--- config.mk ---
export PLATFORM = sky130hd
export DESIGN_NAME = load_run_sequencer_flat
export DESIGN_NICKNAME = d
export VERILOG_FILES = /design/src/rtl/load_run_sequencer_if.sv /design/src/rtl/load_run_sequencer.sv /design/src/flat_wrapper.sv
export SDC_FILE = /design/constraint.sdc
export NUM_CORES = 1
export LEC_CHECK = 0
export BUFFER_PORTS_ARGS = -buffer_cell sky130_fd_sc_hd__buf_2
export CORE_MARGIN = 2
export CORE_UTILIZATION = 35
export CTS_CLUSTER_DIAMETER = 30
export DETAILED_ROUTE_END_ITERATION = 12
export SKIP_CTS_REPAIR_TIMING = 1
export SLEW_MARGIN = 20
export SYNTH_ARGS = -nofsm -noshare
export SYNTH_HDL_FRONTEND = slang
export SYNTH_SLANG_ARGS = --single-unit
--- constraint.sdc ---
create_clock -name clk -period 3.6 [get_ports clk]
set_input_delay 1.08 -clock clk [delete_from_list [all_inputs] [get_ports clk]]
set_output_delay 1.08 -clock clk [all_outputs]
set_load 0.02 [all_outputs]
--- src/rtl/load_run_sequencer_if.sv ---
// Serial-in / memory-write bus between the load/run sequencer and the
// bit receiver plus instruction/data memories.
interface load_run_sequencer_if #(
    parameter int ADDR_W = 6
);
    logic              bit_valid;
    logic              bit_in;
    logic              mem_we;
    logic              mem_sel;
    logic [ADDR_W-1:0] mem_addr;
    logic [31:0]       mem_wdata;

    modport master (
        input  bit_valid,
        input  bit_in,
        output mem_we,
        output mem_sel,
        output mem_addr,
        output mem_wdata
    );

    modport slave (
        output bit_valid,
        output bit_in,
        input  mem_we,
        input  mem_sel,
        input  mem_addr,
        input  mem_wdata
    );
endinterface

--- src/rtl/load_run_sequencer.sv ---
// Serial program/data loader and CPU step-enable sequencer for the
// single-cycle MIPS core; everything runs on the one system clock.
module load_run_sequencer #(
    parameter int ADDR_W   = 6,
    parameter int DEPTH    = 64,
    parameter int STEP_DIV = 5
) (
    input  logic                 clk,
    input  logic                 rst,
    input  logic                 en_code_load,
    input  logic                 en_data_load,
    input  logic                 en,
    load_run_sequencer_if.master bus,
    output logic                 cpu_step,
    output logic                 loading,
    output logic                 running,
    output logic                 fault,
    output logic [ADDR_W:0]      word_cnt
);
    localparam int DIV_W = (STEP_DIV > 2) ? $clog2(STEP_DIV) : 1;
    localparam logic [DIV_W-1:0] DIV_LAST = DIV_W'(STEP_DIV - 1);
    localparam logic [ADDR_W:0]  WORD_MAX = (ADDR_W + 1)'(DEPTH);

    typedef enum logic [2:0] {IDLE, LOAD_CODE, LOAD_DATA, RUN, FAULT} state_t;

    state_t            state, state_nx;
    logic [31:0]       shift, shift_nx;
    logic [4:0]        bit_cnt, bit_cnt_nx;
    logic [DIV_W-1:0]  div, div_nx;
    logic [ADDR_W:0]   word_cnt_nx;
    logic              mem_we_nx, mem_sel_nx, cpu_step_nx;
    logic [ADDR_W-1:0] mem_addr_nx;
    logic [31:0]       mem_wdata_nx;
    logic              both_loads, load_active;

    assign both_loads  = en_code_load & en_data_load;
    assign load_active = (state == LOAD_CODE) ? en_code_load : en_data_load;

    always_ff @(posedge clk) begin
        if (rst) begin
            state         <= IDLE;
            shift         <= '0;
            bit_cnt       <= '0;
            div           <= '0;
            word_cnt      <= '0;
            bus.mem_we    <= 1'b0;
            bus.mem_sel   <= 1'b0;
            bus.mem_addr  <= '0;
            bus.mem_wdata <= '0;
            cpu_step      <= 1'b0;
            loading       <= 1'b0;
            running       <= 1'b0;
            fault         <= 1'b0;
        end else begin
            state         <= state_nx;
            shift         <= shift_nx;
            bit_cnt       <= bit_cnt_nx;
            div           <= div_nx;
            word_cnt      <= word_cnt_nx;
            bus.mem_we    <= mem_we_nx;
            bus.mem_sel   <= mem_sel_nx;
            bus.mem_addr  <= mem_addr_nx;
            bus.mem_wdata <= mem_wdata_nx;
            cpu_step      <= cpu_step_nx;
            // Status flags are registered from the next state so they line up with it.
            loading       <= (state_nx == LOAD_CODE) || (state_nx == LOAD_DATA);
            running       <= (state_nx == RUN);
            fault         <= (state_nx == FAULT);
        end
    end

    always_comb begin
        state_nx     = state;
        shift_nx     = shift;
        bit_cnt_nx   = bit_cnt;
        div_nx       = div;
        word_cnt_nx  = word_cnt;
        mem_we_nx    = 1'b0;
        mem_sel_nx   = bus.mem_sel;
        mem_addr_nx  = bus.mem_addr;
        mem_wdata_nx = bus.mem_wdata;
        cpu_step_nx  = 1'b0;

        unique case (state)
            IDLE: begin
                div_nx = '0;
                if (both_loads) begin
                    state_nx = FAULT;
                end else if (en_code_load || en_data_load) begin
                    state_nx    = en_code_load ? LOAD_CODE : LOAD_DATA;
                    word_cnt_nx = '0;
                    bit_cnt_nx  = '0;
                    shift_nx    = '0;
                end else if (en) begin
                    state_nx = RUN;
                end
            end
            LOAD_CODE, LOAD_DATA: begin
                if (both_loads) begin
                    state_nx = FAULT;
                end else if (!load_active) begin
                    state_nx = IDLE;
                end else if (bus.bit_valid) begin
                    shift_nx   = {shift[30:0], bus.bit_in};
                    bit_cnt_nx = bit_cnt + 5'd1;
                    if (bit_cnt == 5'd31) begin
                        if (word_cnt < WORD_MAX) begin
                            mem_we_nx    = 1'b1;
                            mem_sel_nx   = (state == LOAD_DATA);
                            mem_addr_nx  = word_cnt[ADDR_W-1:0];
                            mem_wdata_nx = shift_nx;
                            word_cnt_nx  = word_cnt + (ADDR_W + 1)'(1);
                        end else begin
                            state_nx = FAULT;
                        end
                    end
                end
            end
            RUN: begin
                if (!en) begin
                    state_nx = IDLE;
                    div_nx   = '0;
                end else if (div == DIV_LAST) begin
                    cpu_step_nx = 1'b1;
                    div_nx      = '0;
                end else begin
                    div_nx = div + DIV_W'(1);
                end
            end
            FAULT: ;
            default: state_nx = IDLE;
        endcase
    end
endmodule

--- src/flat_wrapper.sv ---
// flat-port wrapper written by rule: the top's interface ports become plain ports
module load_run_sequencer_flat 
#(
    parameter int ADDR_W   = 6,
    parameter int DEPTH    = 64,
    parameter int STEP_DIV = 5
)
  (clk, rst, en_code_load, en_data_load, en, cpu_step, loading, running, fault, word_cnt, bus_bit_valid, bus_bit_in, bus_mem_we, bus_mem_sel, bus_mem_addr, bus_mem_wdata);
  load_run_sequencer_if #(.ADDR_W(ADDR_W)) bus_i ();
  input  logic clk;
  input  logic rst;
  input  logic en_code_load;
  input  logic en_data_load;
  input  logic en;
  output logic cpu_step;
  output logic loading;
  output logic running;
  output logic fault;
  output logic [ADDR_W:0] word_cnt;
  input wire logic [$bits(bus_i.bit_valid)-1:0] bus_bit_valid;
  input wire logic [$bits(bus_i.bit_in)-1:0] bus_bit_in;
  output wire logic [$bits(bus_i.mem_we)-1:0] bus_mem_we;
  output wire logic [$bits(bus_i.mem_sel)-1:0] bus_mem_sel;
  output wire logic [$bits(bus_i.mem_addr)-1:0] bus_mem_addr;
  output wire logic [$bits(bus_i.mem_wdata)-1:0] bus_mem_wdata;
  assign bus_i.bit_valid = bus_bit_valid;
  assign bus_i.bit_in = bus_bit_in;
  assign bus_mem_we = bus_i.mem_we;
  assign bus_mem_sel = bus_i.mem_sel;
  assign bus_mem_addr = bus_i.mem_addr;
  assign bus_mem_wdata = bus_i.mem_wdata;
  load_run_sequencer #(.ADDR_W(ADDR_W), .DEPTH(DEPTH), .STEP_DIV(STEP_DIV)) u_core (.clk(clk), .rst(rst), .en_code_load(en_code_load), .en_data_load(en_data_load), .en(en), .bus(bus_i), .cpu_step(cpu_step), .loading(loading), .running(running), .fault(fault), .word_cnt(word_cnt));
endmodule
# Yosys cells after proc, flatten, opt, wreduce, memory -nomap -nowiden
# Cells that the tools add are included.
dict set report word_totals {
  out_inout_bits 51
  input_bits 7
  wordCells 90
  register_bits 93
}
dict set report classes {
  eq_ne 17
  mux 37
  order_cmp 1
  n_reduce_logical 11
  n_addsub 3
  bitwise_logic 8
}
# cell count
set ops {}
lappend ops {{$mux W31} 5}
lappend ops {{$pmux W31 S2} 1}
lappend ops {{$mux W7} 7}
lappend ops {{$mux W3} 11}
lappend ops {{$mux W5} 5}
lappend ops {{$pmux W7 S2} 1}
lappend ops {{$eq A3 B2 Y1 const B} 4}
lappend ops {{$pmux W3 S4} 1}
lappend ops {{$reduce_and A6 Y1} 2}
lappend ops {{$pmux W5 S2} 1}
lappend ops {{$eq A3 B3 Y1 const B} 3}
lappend ops {{$ne A2 B1 Y1 const B} 4}
lappend ops {{$reduce_and A8 Y1} 1}
lappend ops {{$add A7 B1 Y7 const B} 1}
lappend ops {{$lt A7 B7 Y1 const B} 1}
lappend ops {{$not A1 Y1} 7}
lappend ops {{$eq A3 B1 Y1 const B} 2}
lappend ops {{$ne A2 B2 Y1 const B} 3}
lappend ops {{$pmux W3 S2} 1}
lappend ops {{$reduce_or A6 Y1} 1}
lappend ops {{$add A5 B1 Y5 const B} 1}
lappend ops {{$eq A5 B5 Y1 const B} 1}
lappend ops {{$reduce_bool A2 Y1} 2}
lappend ops {{$add A3 B1 Y3 const B} 1}
lappend ops {{7 further kinds} 10}

# Depth between registers and ports, before layout
# Gate-level depths: netlist of run 1.
dict set report logic_depth {
  word_depth 9
  depth_mapped 8
  ltp_nobuf 7
}

# Worst setup path after synthesis of run 1
# Ideal clock, no wire load.
dict set report synth_timing {
  path_type {input port to flip-flop}
  startpoint {input en_code_load}
  endpoint {register u_core.bus.mem_addr[0]}
  setup_time_ns 0.128
  cell_stages 6
  n_path_buf 2
  t_required_ns 3.472
  arrival_time_ns 2.173
  setup_slack_ns 1.299
  path_cell_list {buf_4 > and4bb_1 > o2111ai_2 > buf_4 > mux2i_1 > nor2_1}
}
dict set report synth_via {
  elab_chain_cells 3
  elab_cells_between_ends 4
  cone_classes {mux: 1; bitwise: 2; reduce/logical: 1}
}
# element line
set synth_rtl {}
lappend synth_rtl {{start, declared} flat_wrapper.sv:12} ;# input logic en_code_load;
lappend synth_rtl {{$and A1 B1 Y1} load_run_sequencer.sv:36} ;# assign both_loads = en_code_load & en_data_load;
lappend synth_rtl {{$not A1 Y1 (no line)} n/a}
lappend synth_rtl {{$reduce_and A6 Y1 (no line) (*)} n/a}
lappend synth_rtl {{end signal, assigned} load_run_sequencer.sv:62} ;# bus.mem_addr <= mem_addr_nx;
lappend synth_rtl {{end, declared} load_run_sequencer_if.sv:18} ;# output mem_addr,
# Mark *: on every way between the ends. The rest lies on a longest branch, timed or not.
# A chain may end at the register's enable or synchronous reset.

# Worst setup path after layout of run 1
dict set report layout_timing {
  startpoint {input en_data_load}
  endpoint {register u_core.word_cnt[6]}
}
dict set report layout_via {
  elab_chain_cells 3
  elab_cells_between_ends 8
  cone_classes {eq/ne: 4; mux: 1; bitwise: 1; reduce/logical: 2}
}
# element line
set layout_rtl {}
lappend layout_rtl {{start, declared} flat_wrapper.sv:13} ;# input logic en_data_load;
lappend layout_rtl {{$and A1 B1 Y1, or another cell as far along} load_run_sequencer.sv:36}
lappend layout_rtl {{$ne A2 B2 Y1 (no line) / $ne A2 B1 Y1 (equally long branches)} n/a}
lappend layout_rtl {{$reduce_and A8 Y1 (no line) (*)} n/a}
lappend layout_rtl {{end signal, assigned} load_run_sequencer.sv:59} ;# word_cnt <= word_cnt_nx;
lappend layout_rtl {{end, declared} load_run_sequencer.sv:18} ;# output logic [ADDR_W:0] word_cnt
# Marks and branches as above.

==> metrics.txt, run 1 <==
# TYPE chip_impl_metric gauge
chip_impl_metric{name="grt_pass1_wl",unit="µm"} 13300
chip_impl_metric{name="finalWorstPathRequiredPeriod",unit="ps"} 2350
chip_impl_metric{name="fill_cell_count",unit=""} 1075
chip_impl_metric{name="maxClockFrequency",unit="GHz"} 0.425
chip_impl_metric{name="cp.required",unit="ps"} 3870
chip_impl_metric{name="drt-initial-drc-count",unit=""} 160
chip_impl_info{name="rsz0062_at_grt",value="no"} 1
chip_impl_metric{name="postSynthRegisterBits",unit=""} 93
chip_impl_info{name="final_cell_mix",value="sky130_fd_sc_hd__dfxtp_1, sky130_fd_sc_hd__mux2i_1, sky130_fd_sc_hd__buf_2, sky130_fd_sc_hd__nand2_1, sky130_fd_sc_hd__nor2_1"} 1
chip_impl_metric{name="finish.net_count",unit=""} 470
chip_impl_metric{name="via_count",unit=""} 2864
chip_impl_metric{name="tns",unit="ps"} 0
chip_impl_info{name="crit_type",value="primary input to register"} 1
chip_impl_info{name="hold_start",value="u_core.bus.mem_sel"} 1
chip_impl_metric{name="synth_cell_type_count",unit=""} 42
chip_impl_metric{name="antenna_cells",unit=""} 0
chip_impl_metric{name="multi_input_gate_area_in_the_final_layout",unit="mm²"} 0.00195
chip_impl_metric{name="die_x",unit="µm"} 111
chip_impl_metric{name="final_layout_size_suffix_gt1_share",unit="%"} 18.2
chip_impl_info{name="worstHoldEndpoint",value="u_core.bus.mem_sel"} 1
chip_impl_metric{name="finalCritPeriodShare",unit="%"} 65.3
chip_impl_metric{name="overflow_left_after_global_routing",unit=""} 0
chip_impl_metric{name="route.detailed.wl_per_inst",unit="µm"} 13.3
chip_impl_metric{name="yosysTopAreaCellShare",unit="%"} 46.9
chip_impl_info{name="crit_path_end_kind",value="register"} 1
chip_impl_metric{name="yosysWarnings",unit=""} 0
chip_impl_metric{name="critical_path_arrival",unit="ps"} 2620
chip_impl_metric{name="row_count",unit=""} 38
chip_impl_metric{name="timing.reg2reg.setup_slack",unit="ps"} 1290
chip_impl_metric{name="ff2ff_path_depth",unit=""} 8
chip_impl_metric{name="io-pin-count",unit=""} 58
chip_impl_info{name="clock_tree_from_tritoncts",value="done"} 1
chip_impl_info{name="hold_class",value="register to register"} 1
chip_impl_metric{name="holdPathStages",unit=""} 2
chip_impl_metric{name="portBuffers",unit=""} 57
chip_impl_metric{name="clk-insertion-delay-late",unit="ps"} 330
chip_impl_metric{name="firstDrtPassIters",unit=""} 4
chip_impl_metric{name="setup-violations-final",unit=""} 0
chip_impl_metric{name="gp_congestion",unit=""} 0.826
chip_impl_info{name="setup.worst_path.start_class",value="primary input"} 1
chip_impl_metric{name="finClkSkew",unit="ps"} 4.68
chip_impl_metric{name="placement.setup.worst_slack",unit="ps"} 894
chip_impl_metric{name="first_global_vias",unit=""} 2668
chip_impl_metric{name="grt_antenna_before_repair",unit=""} 0
chip_impl_metric{name="ff_latch_area",unit="mm²"} 0.00186
chip_impl_info{name="root_buffer",value="sky130_fd_sc_hd__clkbuf_16"} 1
chip_impl_metric{name="mappedNetlistArea",unit="mm²"} 0.00397
chip_impl_info{name="synth_area_leader_cell",value="sky130_fd_sc_hd__dfxtp_1"} 1
chip_impl_metric{name="grt_max_degree",unit=""} 65
chip_impl_metric{name="slew_headroom",unit="%"} 34.6
chip_impl_metric{name="final-max-slew-violation-count",unit=""} 0
chip_impl_metric{name="tritoncts.num_buffers",unit=""} 9
chip_impl_info{name="most_common_cell_after_layout_fill_and_taps_aside",value="sky130_fd_sc_hd__dfxtp_1"} 1
chip_impl_metric{name="dpl-instance-area",unit="mm²"} 0.00434
chip_impl_metric{name="power_leakage",unit="nW"} 2.20
chip_impl_metric{name="final-hold-violation-count",unit=""} 0
chip_impl_metric{name="numPlacedInstances",unit=""} 587
chip_impl_metric{name="powerDensity",unit="mW/mm²"} 479
chip_impl_metric{name="design.die.area",unit="mm²"} 0.0122
chip_impl_metric{name="cts.sinks",unit=""} 93
chip_impl_metric{name="post_synthesis_to_final_layout_area_growth",unit="%"} 17.5
chip_impl_metric{name="timing.max_cap.violations",unit=""} 0
chip_impl_metric{name="initial_utilization",unit="%"} 36.3
chip_impl_metric{name="place.detailed.hpwl",unit="µm"} 5350
chip_impl_metric{name="post-route-cell-area",unit="mm²"} 0.00466
chip_impl_metric{name="netlist_instances",unit=""} 411
chip_impl_metric{name="worst-slew-pin-transition",unit="ps"} 981
chip_impl_info{name="crit-reg2reg-capture",value="u_core.bus.mem_sel"} 1
chip_impl_metric{name="die_y",unit="µm"} 111
chip_impl_metric{name="clock_tree.htree_level_count",unit=""} 3
chip_impl_metric{name="clkTransAtPathRegs",unit="ps"} 60
chip_impl_metric{name="syn_area_per_cell",unit="µm²"} 9.66
chip_impl_metric{name="sequential_share_of_the_synthesized_area",unit="%"} 46.9
chip_impl_metric{name="grt_usage",unit="%"} 13.2
chip_impl_metric{name="post-route-drc-count",unit=""} 0
chip_impl_metric{name="clock_path_buffers",unit=""} 2
chip_impl_metric{name="post_route_setup_slack",unit="ps"} 1250
chip_impl_info{name="crit-reg2reg-launch",value="u_core.bit_cnt[0]"} 1
chip_impl_info{name="synth_top_cells_by_area",value="sky130_fd_sc_hd__dfxtp_1, sky130_fd_sc_hd__mux2i_1, sky130_fd_sc_hd__nand2b_1, sky130_fd_sc_hd__nand2_1, sky130_fd_sc_hd__nor2_1"} 1
chip_impl_metric{name="viasPerCell",unit=""} 4.76
chip_impl_metric{name="power.ir.vdd_worst",unit="µV"} 260
chip_impl_metric{name="postRouteAntennaNets",unit=""} 0
chip_impl_metric{name="crit_fanout",unit=""} 14
chip_impl_metric{name="core_region_area",unit="mm²"} 0.0109
chip_impl_metric{name="net_count_after_synthesis",unit=""} 423
chip_impl_metric{name="holdWs",unit="ps"} 462
chip_impl_metric{name="finalNonFillerCells",unit=""} 602
chip_impl_info{name="outcome",value="complete, no violations"} 1
chip_impl_metric{name="routed_wl",unit="µm"} 7990
==> power by group <==
group | switching (mW) | internal, mW
Combinational | 0.0981 | 0.0612
Sequential | 0.0114 | 1.04
Clock | 0.384 | 0.644
==> how the worst max path moves through the flow <==
stage                       from                endpoint  depth (start not counted)
finish              en_data_load      u_core.word_cnt[6]                          5
global route        en_data_load      u_core.word_cnt[6]                          5
CTS                 en_data_load      u_core.word_cnt[6]                          5
detailed placement  en_data_load      u_core.word_cnt[6]                          5
global placement    en_code_load      u_core.bus.mem_sel                          6
floorplan           en_code_load  u_core.bus.mem_addr[0]                          6
==> per-layer routing <==
| layer | up-vias | global-route usage (%) | part of all wire [%] |
|---|---|---|---|
| li1 | 1486 | - | - |
| met1 | 1319 | 17.6 | 49 |
| met2 | 49 | 20.5 | 45 |
| met3 | 10 | 2.74 | 3.8 |
| met4 | 0 | 5.75 | 1.9 |
| met5 | - | 0 | 0 |
==> per-stage QoR <==
step | util (%) | power (mW)
after floorplan | - | 1.21
after global placement | 39.7 | 1.23
after detailed placement | 39.7 | 1.23
after CTS | 42.7 | 2.27
after global routing | 42.7 | 2.32
final | 42.7 | 2.23
==> kinds of logic after synthesis <==
group,count (synthesis),synth area share (%)
fa+ha+maj,5,1.58
xor+xnor,2,0.630
buf+inv,33,4.41
simple gates,168,21.1
flops,93,46.9
mux,78,19.7
compound gates,32,5.77
==> flip-flops by register name, indices dropped and copies added, names as in the netlist <==
register              flops
u_core.bit_cnt            5
u_core.bus.mem_addr       6
u_core.bus.mem_sel        1
u_core.bus.mem_wdata     32
u_core.bus.mem_we         1
u_core.cpu_step           1
u_core.div                3
u_core.fault              1
u_core.loading            1
u_core.running            1
u_core.shift             31
u_core.state              3
u_core.word_cnt           7
==> worst max-delay path, cell delays in order <==
cell and delay, ps:
sky130_fd_sc_hd__buf_2 170, sky130_fd_sc_hd__xor2_2 220, sky130_fd_sc_hd__a21oi_1 770, sky130_fd_sc_hd__and3_1 260, sky130_fd_sc_hd__a22o_1 120
==> final cells by class <==
type                            instances  share of cell area, %
Multi-Input combinational cell        285                   41.9
Sequential cell                        93                   39.9
Timing Repair Buffer                   62                   6.92
Clock buffer                           12                   5.50
Tap cell                              140                   3.76
Clock inverter                          3                   1.48
Inverter                                7                  0.563
==> cell usage after synthesis <==
library cell,number
sky130_fd_sc_hd__dfxtp_1,93
sky130_fd_sc_hd__mux2i_1,78
sky130_fd_sc_hd__nand2_1,48
sky130_fd_sc_hd__nor2_1,45
sky130_fd_sc_hd__nand2b_1,42
sky130_fd_sc_hd__clkbuf_1,14
sky130_fd_sc_hd__nor3_1,8
sky130_fd_sc_hd__a21oi_1,7
sky130_fd_sc_hd__buf_4,7
sky130_fd_sc_hd__inv_1,6
sky130_fd_sc_hd__a211oi_1,5
sky130_fd_sc_hd__ha_1,5
sky130_fd_sc_hd__nand3_1,4
sky130_fd_sc_hd__o21ai_0,4
sky130_fd_sc_hd__o21ai_1,4
sky130_fd_sc_hd__and2_1,3
sky130_fd_sc_hd__and3_1,3
sky130_fd_sc_hd__buf_6,3
sky130_fd_sc_hd__nand3b_1,3
sky130_fd_sc_hd__nor2b_1,3
sky130_fd_sc_hd__a22o_1,2
sky130_fd_sc_hd__a22oi_1,2
sky130_fd_sc_hd__and4bb_1,2
sky130_fd_sc_hd__buf_2,2
sky130_fd_sc_hd__a2111oi_2,1
sky130_fd_sc_hd__a21boi_1,1
sky130_fd_sc_hd__a21o_1,1
sky130_fd_sc_hd__a2bb2oi_2,1
sky130_fd_sc_hd__a311oi_1,1
sky130_fd_sc_hd__a31oi_1,1
sky130_fd_sc_hd__and3b_1,1
sky130_fd_sc_hd__inv_2,1
sky130_fd_sc_hd__nand4_1,1
sky130_fd_sc_hd__nand4b_1,1
sky130_fd_sc_hd__nor3_2,1
sky130_fd_sc_hd__nor3b_1,1
sky130_fd_sc_hd__nor3b_2,1
sky130_fd_sc_hd__o2111ai_2,1
sky130_fd_sc_hd__o32ai_1,1
sky130_fd_sc_hd__or4_1,1
sky130_fd_sc_hd__xnor2_1,1
sky130_fd_sc_hd__xor2_2,1
No activity file was read; power rests on OpenSTA's default activity.
==> run 2, diff against run 1 <==
==> constraint.sdc (replaced) <==
create_clock -name clk -period 2 [get_ports clk]
set_input_delay 0.6 -clock clk [delete_from_list [all_inputs] [get_ports clk]]
set_output_delay 0.6 -clock clk [all_outputs]
set_load 0.02 [all_outputs]
==> metrics.txt, run 2 (synthesis gave the netlist of run 1 again) <==
# TYPE chip_impl_metric gauge
chip_impl_info{name="outcome",value="complete, no violations"} 1
chip_impl_info{name="crit_path_top_delay_cell",value="sky130_fd_sc_hd__or4_1"} 1
chip_impl_metric{name="clock_tree.htree_level_count",unit=""} 3
chip_impl_metric{name="finalCritPeriodShare",unit="%"} 91.8
chip_impl_metric{name="design.die.area",unit="mm²"} 0.0122
chip_impl_metric{name="clock_path_buffers",unit=""} 2
chip_impl_metric{name="initial_utilization",unit="%"} 36.3
chip_impl_metric{name="share_comb_of_total_power",unit="%"} 9.0
chip_impl_metric{name="maxClockFrequency",unit="GHz"} 0.545
chip_impl_metric{name="grt_pass1_wl",unit="µm"} 13400
chip_impl_metric{name="route.detailed.wl_per_inst",unit="µm"} 13.4
chip_impl_metric{name="fill_cell_count",unit=""} 1101
chip_impl_metric{name="routed_wl",unit="µm"} 8230
chip_impl_info{name="rsz0062_at_grt",value="no"} 1
chip_impl_info{name="hold_class",value="register to register"} 1
chip_impl_info{name="cp-startpoint",value="u_core.bit_cnt[0]"} 1
chip_impl_metric{name="tritoncts.num_buffers",unit=""} 9
chip_impl_metric{name="finalWorstPathRequiredPeriod",unit="ps"} 1840
chip_impl_metric{name="critical_path_arrival",unit="ps"} 2100
chip_impl_metric{name="max_stage_delay",unit="ps"} 450
chip_impl_metric{name="finish.net_count",unit=""} 483
chip_impl_metric{name="cts.sinks",unit=""} 93
chip_impl_metric{name="post_synthesis_to_final_layout_area_growth",unit="%"} 22.0
chip_impl_metric{name="slew_headroom",unit="%"} 69.6
chip_impl_metric{name="final-max-slew-violation-count",unit=""} 0
chip_impl_metric{name="setup-violations-final",unit=""} 0
chip_impl_metric{name="first_global_vias",unit=""} 2785
chip_impl_metric{name="gp_congestion",unit=""} 0.819
chip_impl_metric{name="row_count",unit=""} 38
chip_impl_metric{name="die_y",unit="µm"} 111
chip_impl_metric{name="largest_reg_flops",unit=""} 32
chip_impl_info{name="hold_start",value="u_core.shift[21]"} 1
chip_impl_metric{name="netSwitchingPower",unit="µW"} 895
chip_impl_metric{name="finish.utilization",unit="%"} 44.3
chip_impl_metric{name="seqPwrFrac",unit="%"} 48.0
chip_impl_metric{name="power.ir.vdd_worst",unit="µV"} 347
chip_impl_metric{name="timing.max_cap.violations",unit=""} 0
chip_impl_metric{name="ff_latch_area",unit="mm²"} 0.00186
chip_impl_metric{name="firstDrtPassIters",unit=""} 4
chip_impl_metric{name="power_report.internal_total",unit="mW"} 3.01
chip_impl_metric{name="post-route-drc-count",unit=""} 0
chip_impl_info{name="top_register",value="u_core.bus.mem_wdata"} 1
chip_impl_metric{name="tns",unit="ps"} 0
chip_impl_metric{name="crit_fanout",unit=""} 3
chip_impl_metric{name="overflow_left_after_global_routing",unit=""} 0
chip_impl_info{name="setup.worst_path.start_class",value="register"} 1
chip_impl_metric{name="final-hold-violation-count",unit=""} 0
chip_impl_info{name="cp_cell_sequence",value="ha_2 > and3_4 > ha_4 > nor2b_4 > o2111ai_4 > or4_1 > a21oi_1"} 1
chip_impl_metric{name="viasPerCell",unit=""} 4.80
chip_impl_metric{name="drt-initial-drc-count",unit=""} 155
chip_impl_metric{name="core_region_area",unit="mm²"} 0.0109
chip_impl_info{name="largestRegisters",value="u_core.bus.mem_wdata (32), u_core.shift (31), u_core.word_cnt (7)"} 1
chip_impl_metric{name="place.detailed.hpwl",unit="µm"} 5520
chip_impl_metric{name="cp_num_buf_inv",unit=""} 0
chip_impl_info{name="critical-path-top-delay-family",value="simple AND/OR/NAND/NOR gates"} 1
chip_impl_metric{name="finClkSkew",unit="ps"} 3.29
chip_impl_info{name="most_common_cell_after_layout_fill_and_taps_aside",value="sky130_fd_sc_hd__dfxtp_1"} 1
chip_impl_metric{name="clk-insertion-delay-late",unit="ps"} 330
chip_impl_info{name="clock_tree_from_tritoncts",value="done"} 1
chip_impl_metric{name="grt_usage",unit="%"} 13.1
chip_impl_info{name="root_buffer",value="sky130_fd_sc_hd__clkbuf_16"} 1
chip_impl_info{name="crit_type",value="register to register"} 1
chip_impl_metric{name="power_leakage",unit="nW"} 2.27
chip_impl_metric{name="pwr-share-clk",unit="%"} 42.9
chip_impl_metric{name="io-pin-count",unit=""} 58
chip_impl_metric{name="die_x",unit="µm"} 111
chip_impl_metric{name="grt_max_degree",unit=""} 44
chip_impl_metric{name="portBuffers",unit=""} 57
chip_impl_metric{name="placement.setup.worst_slack",unit="ps"} -70.5
chip_impl_info{name="crit_path_end_kind",value="register"} 1
chip_impl_metric{name="multi_input_gate_area_in_the_final_layout",unit="mm²"} 0.00199
chip_impl_metric{name="grt_antenna_before_repair",unit=""} 0
chip_impl_metric{name="antenna_cells",unit=""} 0
chip_impl_metric{name="cp.required",unit="ps"} 2260
chip_impl_info{name="crit-reg2reg-launch",value="u_core.bit_cnt[0]"} 1
chip_impl_metric{name="postRouteAntennaNets",unit=""} 0
chip_impl_metric{name="p_sw_share",unit="%"} 22.9
chip_impl_metric{name="via_count",unit=""} 2955
chip_impl_metric{name="post_route_setup_slack",unit="ps"} 164
chip_impl_metric{name="clkTransAtPathRegs",unit="ps"} 60
chip_impl_info{name="final_cell_mix",value="sky130_fd_sc_hd__dfxtp_1, sky130_fd_sc_hd__mux2i_1, sky130_fd_sc_hd__buf_2, sky130_fd_sc_hd__nand2_1, sky130_fd_sc_hd__nor2_1"} 1
chip_impl_metric{name="final_layout_size_suffix_gt1_share",unit="%"} 22.3
chip_impl_metric{name="powerDensity",unit="mW/mm²"} 805
chip_impl_metric{name="worst-slew-pin-transition",unit="ps"} 456
-- run 2: path summary, 6_finish.rpt --
check / cells after the start / slack, ps / to
max: 7 / 160 / u_core.bus.mem_sel
max reg2reg: 7 / 160 / u_core.bus.mem_sel
min: 2 / 470 / u_core.shift[22]
min reg2reg: 2 / 470 / u_core.shift[22]
-- run 2: cell type report --
cell class	count	area share (%)
multi-input cells	285	41.1
flip-flops and latches	93	38.5
repair buffers	75	10.2
clock buffers	11	5.01
well taps	140	3.61
clock inverters	4	1.01
inverters	7	0.542
-- run 2: power groups by stage --
stage,sequential (mW),clock (mW),combinational [mW]
2_1_floorplan,1.92,0,0.253
3_3_place_gp,1.92,0,0.350
3_5_place_dp,1.92,0,0.350
4_1_cts,1.87,1.73,0.352
5_1_grt,1.88,1.80,0.382
6_report,1.88,1.68,0.352
-- run 2: worst reg2reg max path: cells and delay by family, from the launching register on --
family	cells	cell delay, ps
and+or+nand+nor	3	830
DFF	1	330
adders and majority gates	2	300
AOI/OAI and AO/OA	2	310
-- run 2: routing by layer --
| layer | vias to the layer above | wire length [µm] | GRT usage (%) | part of all wire (%) |
|---|---|---|---|---|
| li1 | 1510 | - | - | - |
| met1 | 1387 | 4090 | 17.2 | 50 |
| met2 | 50 | 3770 | 21.5 | 46 |
| met3 | 8 | 270 | 3.02 | 3.3 |
| met4 | 0 | 90 | 4.25 | 1.1 |
| met5 | - | 0 | 0 | 0 |
-- run 2: stage by stage --
step                hold WS (ps)  cell area [µm²]  cells  power, mW
finish                       474             4850    615       3.90
global route                 491             4850    615       4.06
CTS                          472             4770    614       3.95
detailed placement           463             4480    599       2.27
global placement             455             4480    599       2.27
floorplan                    438             3970    411       2.17
==> run 3, diff against run 2 <==
--- a/config.mk
+++ b/config.mk
@@ -6,6 +6,7 @@
 export NUM_CORES = 1
 export LEC_CHECK = 0
 export BUFFER_PORTS_ARGS = -buffer_cell sky130_fd_sc_hd__buf_2
+export CORE_ASPECT_RATIO = 1.4
 export CORE_MARGIN = 2
 export CORE_UTILIZATION = 35
 export CTS_CLUSTER_DIAMETER = 30
==> metrics.txt, run 3 (synthesis gave the netlist of run 1 again) <==
# TYPE chip_impl_metric gauge
chip_impl_metric{name="die_x",unit="µm"} 94.0
chip_impl_metric{name="share_comb_of_total_power",unit="%"} 8.6
chip_impl_info{name="hold_class",value="register to register"} 1
chip_impl_metric{name="maxClockFrequency",unit="GHz"} 0.521
chip_impl_metric{name="setup-violations-final",unit=""} 0
chip_impl_metric{name="design.die.area",unit="mm²"} 0.0122
chip_impl_metric{name="viasPerCell",unit=""} 4.75
chip_impl_metric{name="post-route-drc-count",unit=""} 0
chip_impl_metric{name="totalPowerFinal",unit="mW"} 4.01
chip_impl_metric{name="place.detailed.hpwl",unit="µm"} 5670
chip_impl_metric{name="io-pin-count",unit=""} 58
chip_impl_metric{name="power_leakage",unit="nW"} 2.31
chip_impl_metric{name="clock_tree.htree_level_count",unit=""} 3
chip_impl_metric{name="critical_path_arrival",unit="ps"} 2200
chip_impl_metric{name="antenna_cells",unit=""} 0
chip_impl_metric{name="post_synthesis_to_final_layout_area_growth",unit="%"} 23.1
chip_impl_metric{name="worst-slew-pin-transition",unit="ps"} 455
chip_impl_info{name="setup.worst_path.start_class",value="register"} 1
chip_impl_metric{name="firstDrtPassIters",unit=""} 4
chip_impl_metric{name="final_layout_size_suffix_gt1_share",unit="%"} 23.3
chip_impl_metric{name="finish.utilization",unit="%"} 43.6
chip_impl_metric{name="final-hold-violation-count",unit=""} 0
chip_impl_metric{name="cts.sinks",unit=""} 93
chip_impl_metric{name="fill_cell_count",unit=""} 1101
chip_impl_metric{name="clkTransAtPathRegs",unit="ps"} 60
chip_impl_metric{name="finalCritPeriodShare",unit="%"} 96.0
chip_impl_metric{name="drt-initial-drc-count",unit=""} 158
chip_impl_metric{name="timing.reg2reg.setup_slack",unit="ps"} 80
chip_impl_metric{name="grt_antenna_before_repair",unit=""} 0
chip_impl_info{name="crit-reg2reg-launch",value="u_core.bit_cnt[0]"} 1
chip_impl_metric{name="clk-insertion-delay-late",unit="ps"} 340
chip_impl_metric{name="finish.net_count",unit=""} 487
chip_impl_metric{name="grt_usage",unit="%"} 14.0
chip_impl_metric{name="gp_congestion",unit=""} 0.803
chip_impl_metric{name="powerDensity",unit="mW/mm²"} 821
chip_impl_info{name="crit_path_end_kind",value="register"} 1
chip_impl_metric{name="first_global_vias",unit=""} 2873
chip_impl_info{name="largestRegisters",value="u_core.bus.mem_wdata (32), u_core.shift (31), u_core.word_cnt (7)"} 1
chip_impl_info{name="final_cell_mix",value="sky130_fd_sc_hd__dfxtp_1, sky130_fd_sc_hd__mux2i_1, sky130_fd_sc_hd__buf_2, sky130_fd_sc_hd__nand2_1, sky130_fd_sc_hd__nor2_1"} 1
chip_impl_metric{name="row_count",unit=""} 46
chip_impl_metric{name="seqPwrFrac",unit="%"} 46.8
chip_impl_metric{name="cp.required",unit="ps"} 2280
chip_impl_metric{name="final-max-slew-violation-count",unit=""} 0
chip_impl_metric{name="timing.max_cap.violations",unit=""} 0
chip_impl_metric{name="tritoncts.num_buffers",unit=""} 9
chip_impl_info{name="clock_tree_from_tritoncts",value="done"} 1
chip_impl_metric{name="power.ir.vdd_worst",unit="µV"} 468
chip_impl_metric{name="crit_fanout",unit=""} 4
chip_impl_metric{name="p_sw_share",unit="%"} 23.1
chip_impl_metric{name="grt_max_degree",unit=""} 36
chip_impl_info{name="root_buffer",value="sky130_fd_sc_hd__clkbuf_16"} 1
chip_impl_metric{name="route.detailed.wl_per_inst",unit="µm"} 13.3
chip_impl_metric{name="finalWorstPathRequiredPeriod",unit="ps"} 1920
chip_impl_metric{name="power_report.internal_total",unit="mW"} 3.09
chip_impl_info{name="top_register",value="u_core.bus.mem_wdata"} 1
chip_impl_info{name="outcome",value="complete, no violations"} 1
chip_impl_metric{name="initial_utilization",unit="%"} 35.4
chip_impl_metric{name="routed_wl",unit="µm"} 8300
chip_impl_metric{name="largest_reg_flops",unit=""} 32
chip_impl_info{name="crit_type",value="register to register"} 1
chip_impl_info{name="crit-reg2reg-capture",value="u_core.bus.mem_sel"} 1
chip_impl_metric{name="multi_input_gate_area_in_the_final_layout",unit="mm²"} 0.00198
chip_impl_metric{name="overflow_left_after_global_routing",unit=""} 0
chip_impl_info{name="most_common_cell_after_layout_fill_and_taps_aside",value="sky130_fd_sc_hd__dfxtp_1"} 1
chip_impl_metric{name="grt_pass1_wl",unit="µm"} 13500
chip_impl_metric{name="die_y",unit="µm"} 130
chip_impl_info{name="cp-startpoint",value="u_core.bit_cnt[0]"} 1
chip_impl_metric{name="postRouteAntennaNets",unit=""} 0
chip_impl_metric{name="ff_latch_area",unit="mm²"} 0.00186
chip_impl_metric{name="core_region_area",unit="mm²"} 0.0112
chip_impl_metric{name="netSwitchingPower",unit="µW"} 926
chip_impl_metric{name="via_count",unit=""} 2965
chip_impl_metric{name="slew_headroom",unit="%"} 69.6
chip_impl_metric{name="finClkSkew",unit="ps"} 4.47
chip_impl_metric{name="pwr-share-clk",unit="%"} 44.6
chip_impl_info{name="rsz0062_at_grt",value="no"} 1
chip_impl_metric{name="clock_path_buffers",unit=""} 2
chip_impl_metric{name="ff2ff_path_depth",unit=""} 7
chip_impl_info{name="worst_setup_path_endpoint",value="u_core.bus.mem_sel"} 1
chip_impl_metric{name="portBuffers",unit=""} 57
==> run 3: cell types whose count changed in the layout (fill, tap and decap cells not counted), sizes merged <==
| cell | before | now |
|---|---|---|
| inv | 7 | 8 |
| clkinv | 3 | 2 |
| buf | 74 | 78 |
| clkbuf | 12 | 13 |
==> run 3: cell type report <==
cell class | instances | area share (%)
Multi-Input combinational cell | 285 | 40.5
Sequential cell | 93 | 38.1
Timing Repair Buffer | 79 | 10.6
Clock buffer | 12 | 5.45
Tap cell | 144 | 3.68
Clock inverter | 4 | 1.07
Inverter | 7 | 0.537
==> run 3: worst min-delay path by stage <==
stage / start / to / slack [ps] / depth (start not counted)
final: u_core.shift[6] / u_core.shift[7] / 470 / 2
after global routing: u_core.shift[21] / u_core.shift[22] / 490 / 2
after global placement: u_core.bus.mem_sel / u_core.bus.mem_sel / 450 / 2
after detailed placement: u_core.bus.mem_sel / u_core.bus.mem_sel / 460 / 2
after CTS: u_core.bus.mem_sel / u_core.bus.mem_sel / 470 / 2
after floorplan: u_core.bit_cnt[3] / u_core.bit_cnt[3] / 440 / 2
==> run 3: power by group through the flow <==
stage	clock network (mW)	registers [mW]	logic, mW
after global placement	0	1.92	0.343
final	1.79	1.88	0.344
after floorplan	0	1.92	0.253
after global routing	1.92	1.88	0.372
after detailed placement	0	1.92	0.345
after CTS	1.85	1.88	0.346
==> run 3: stage by stage <==
stage	hold slack, ps	instances	setup TNS [ps]	cell area [µm²]	setup slack (ps)
CTS	469	621	-100	4820	-45.8
floorplan	438	411	0	3970	179
detailed placement	458	605	-123	4500	-26.6
finish	469	624	0	4890	80.3
global route	491	624	0	4890	1.80
global placement	446	605	-2.80	4500	-2.80
==> run 3: per-layer routing <==
| metal | share of wire (%) | track usage [%] | vias to the layer above |
|---|---|---|---|
| li1 | - | - | 1515 |
| met1 | 45 | 16.6 | 1381 |
| met2 | 49 | 23.7 | 50 |
| met3 | 3.4 | 2.89 | 19 |
| met4 | 2.7 | 7.25 | 0 |
| met5 | 0 | 0 | - |
==> run 3: critical path: stages, from the launching register on <==
cell and delay (ps):
sky130_fd_sc_hd__dfxtp_2 330, sky130_fd_sc_hd__ha_2 180, sky130_fd_sc_hd__and3_1 160, sky130_fd_sc_hd__ha_2 180, sky130_fd_sc_hd__nor2b_4 190, sky130_fd_sc_hd__o2111ai_4 140
sky130_fd_sc_hd__or4_4 550, sky130_fd_sc_hd__a21oi_2 120
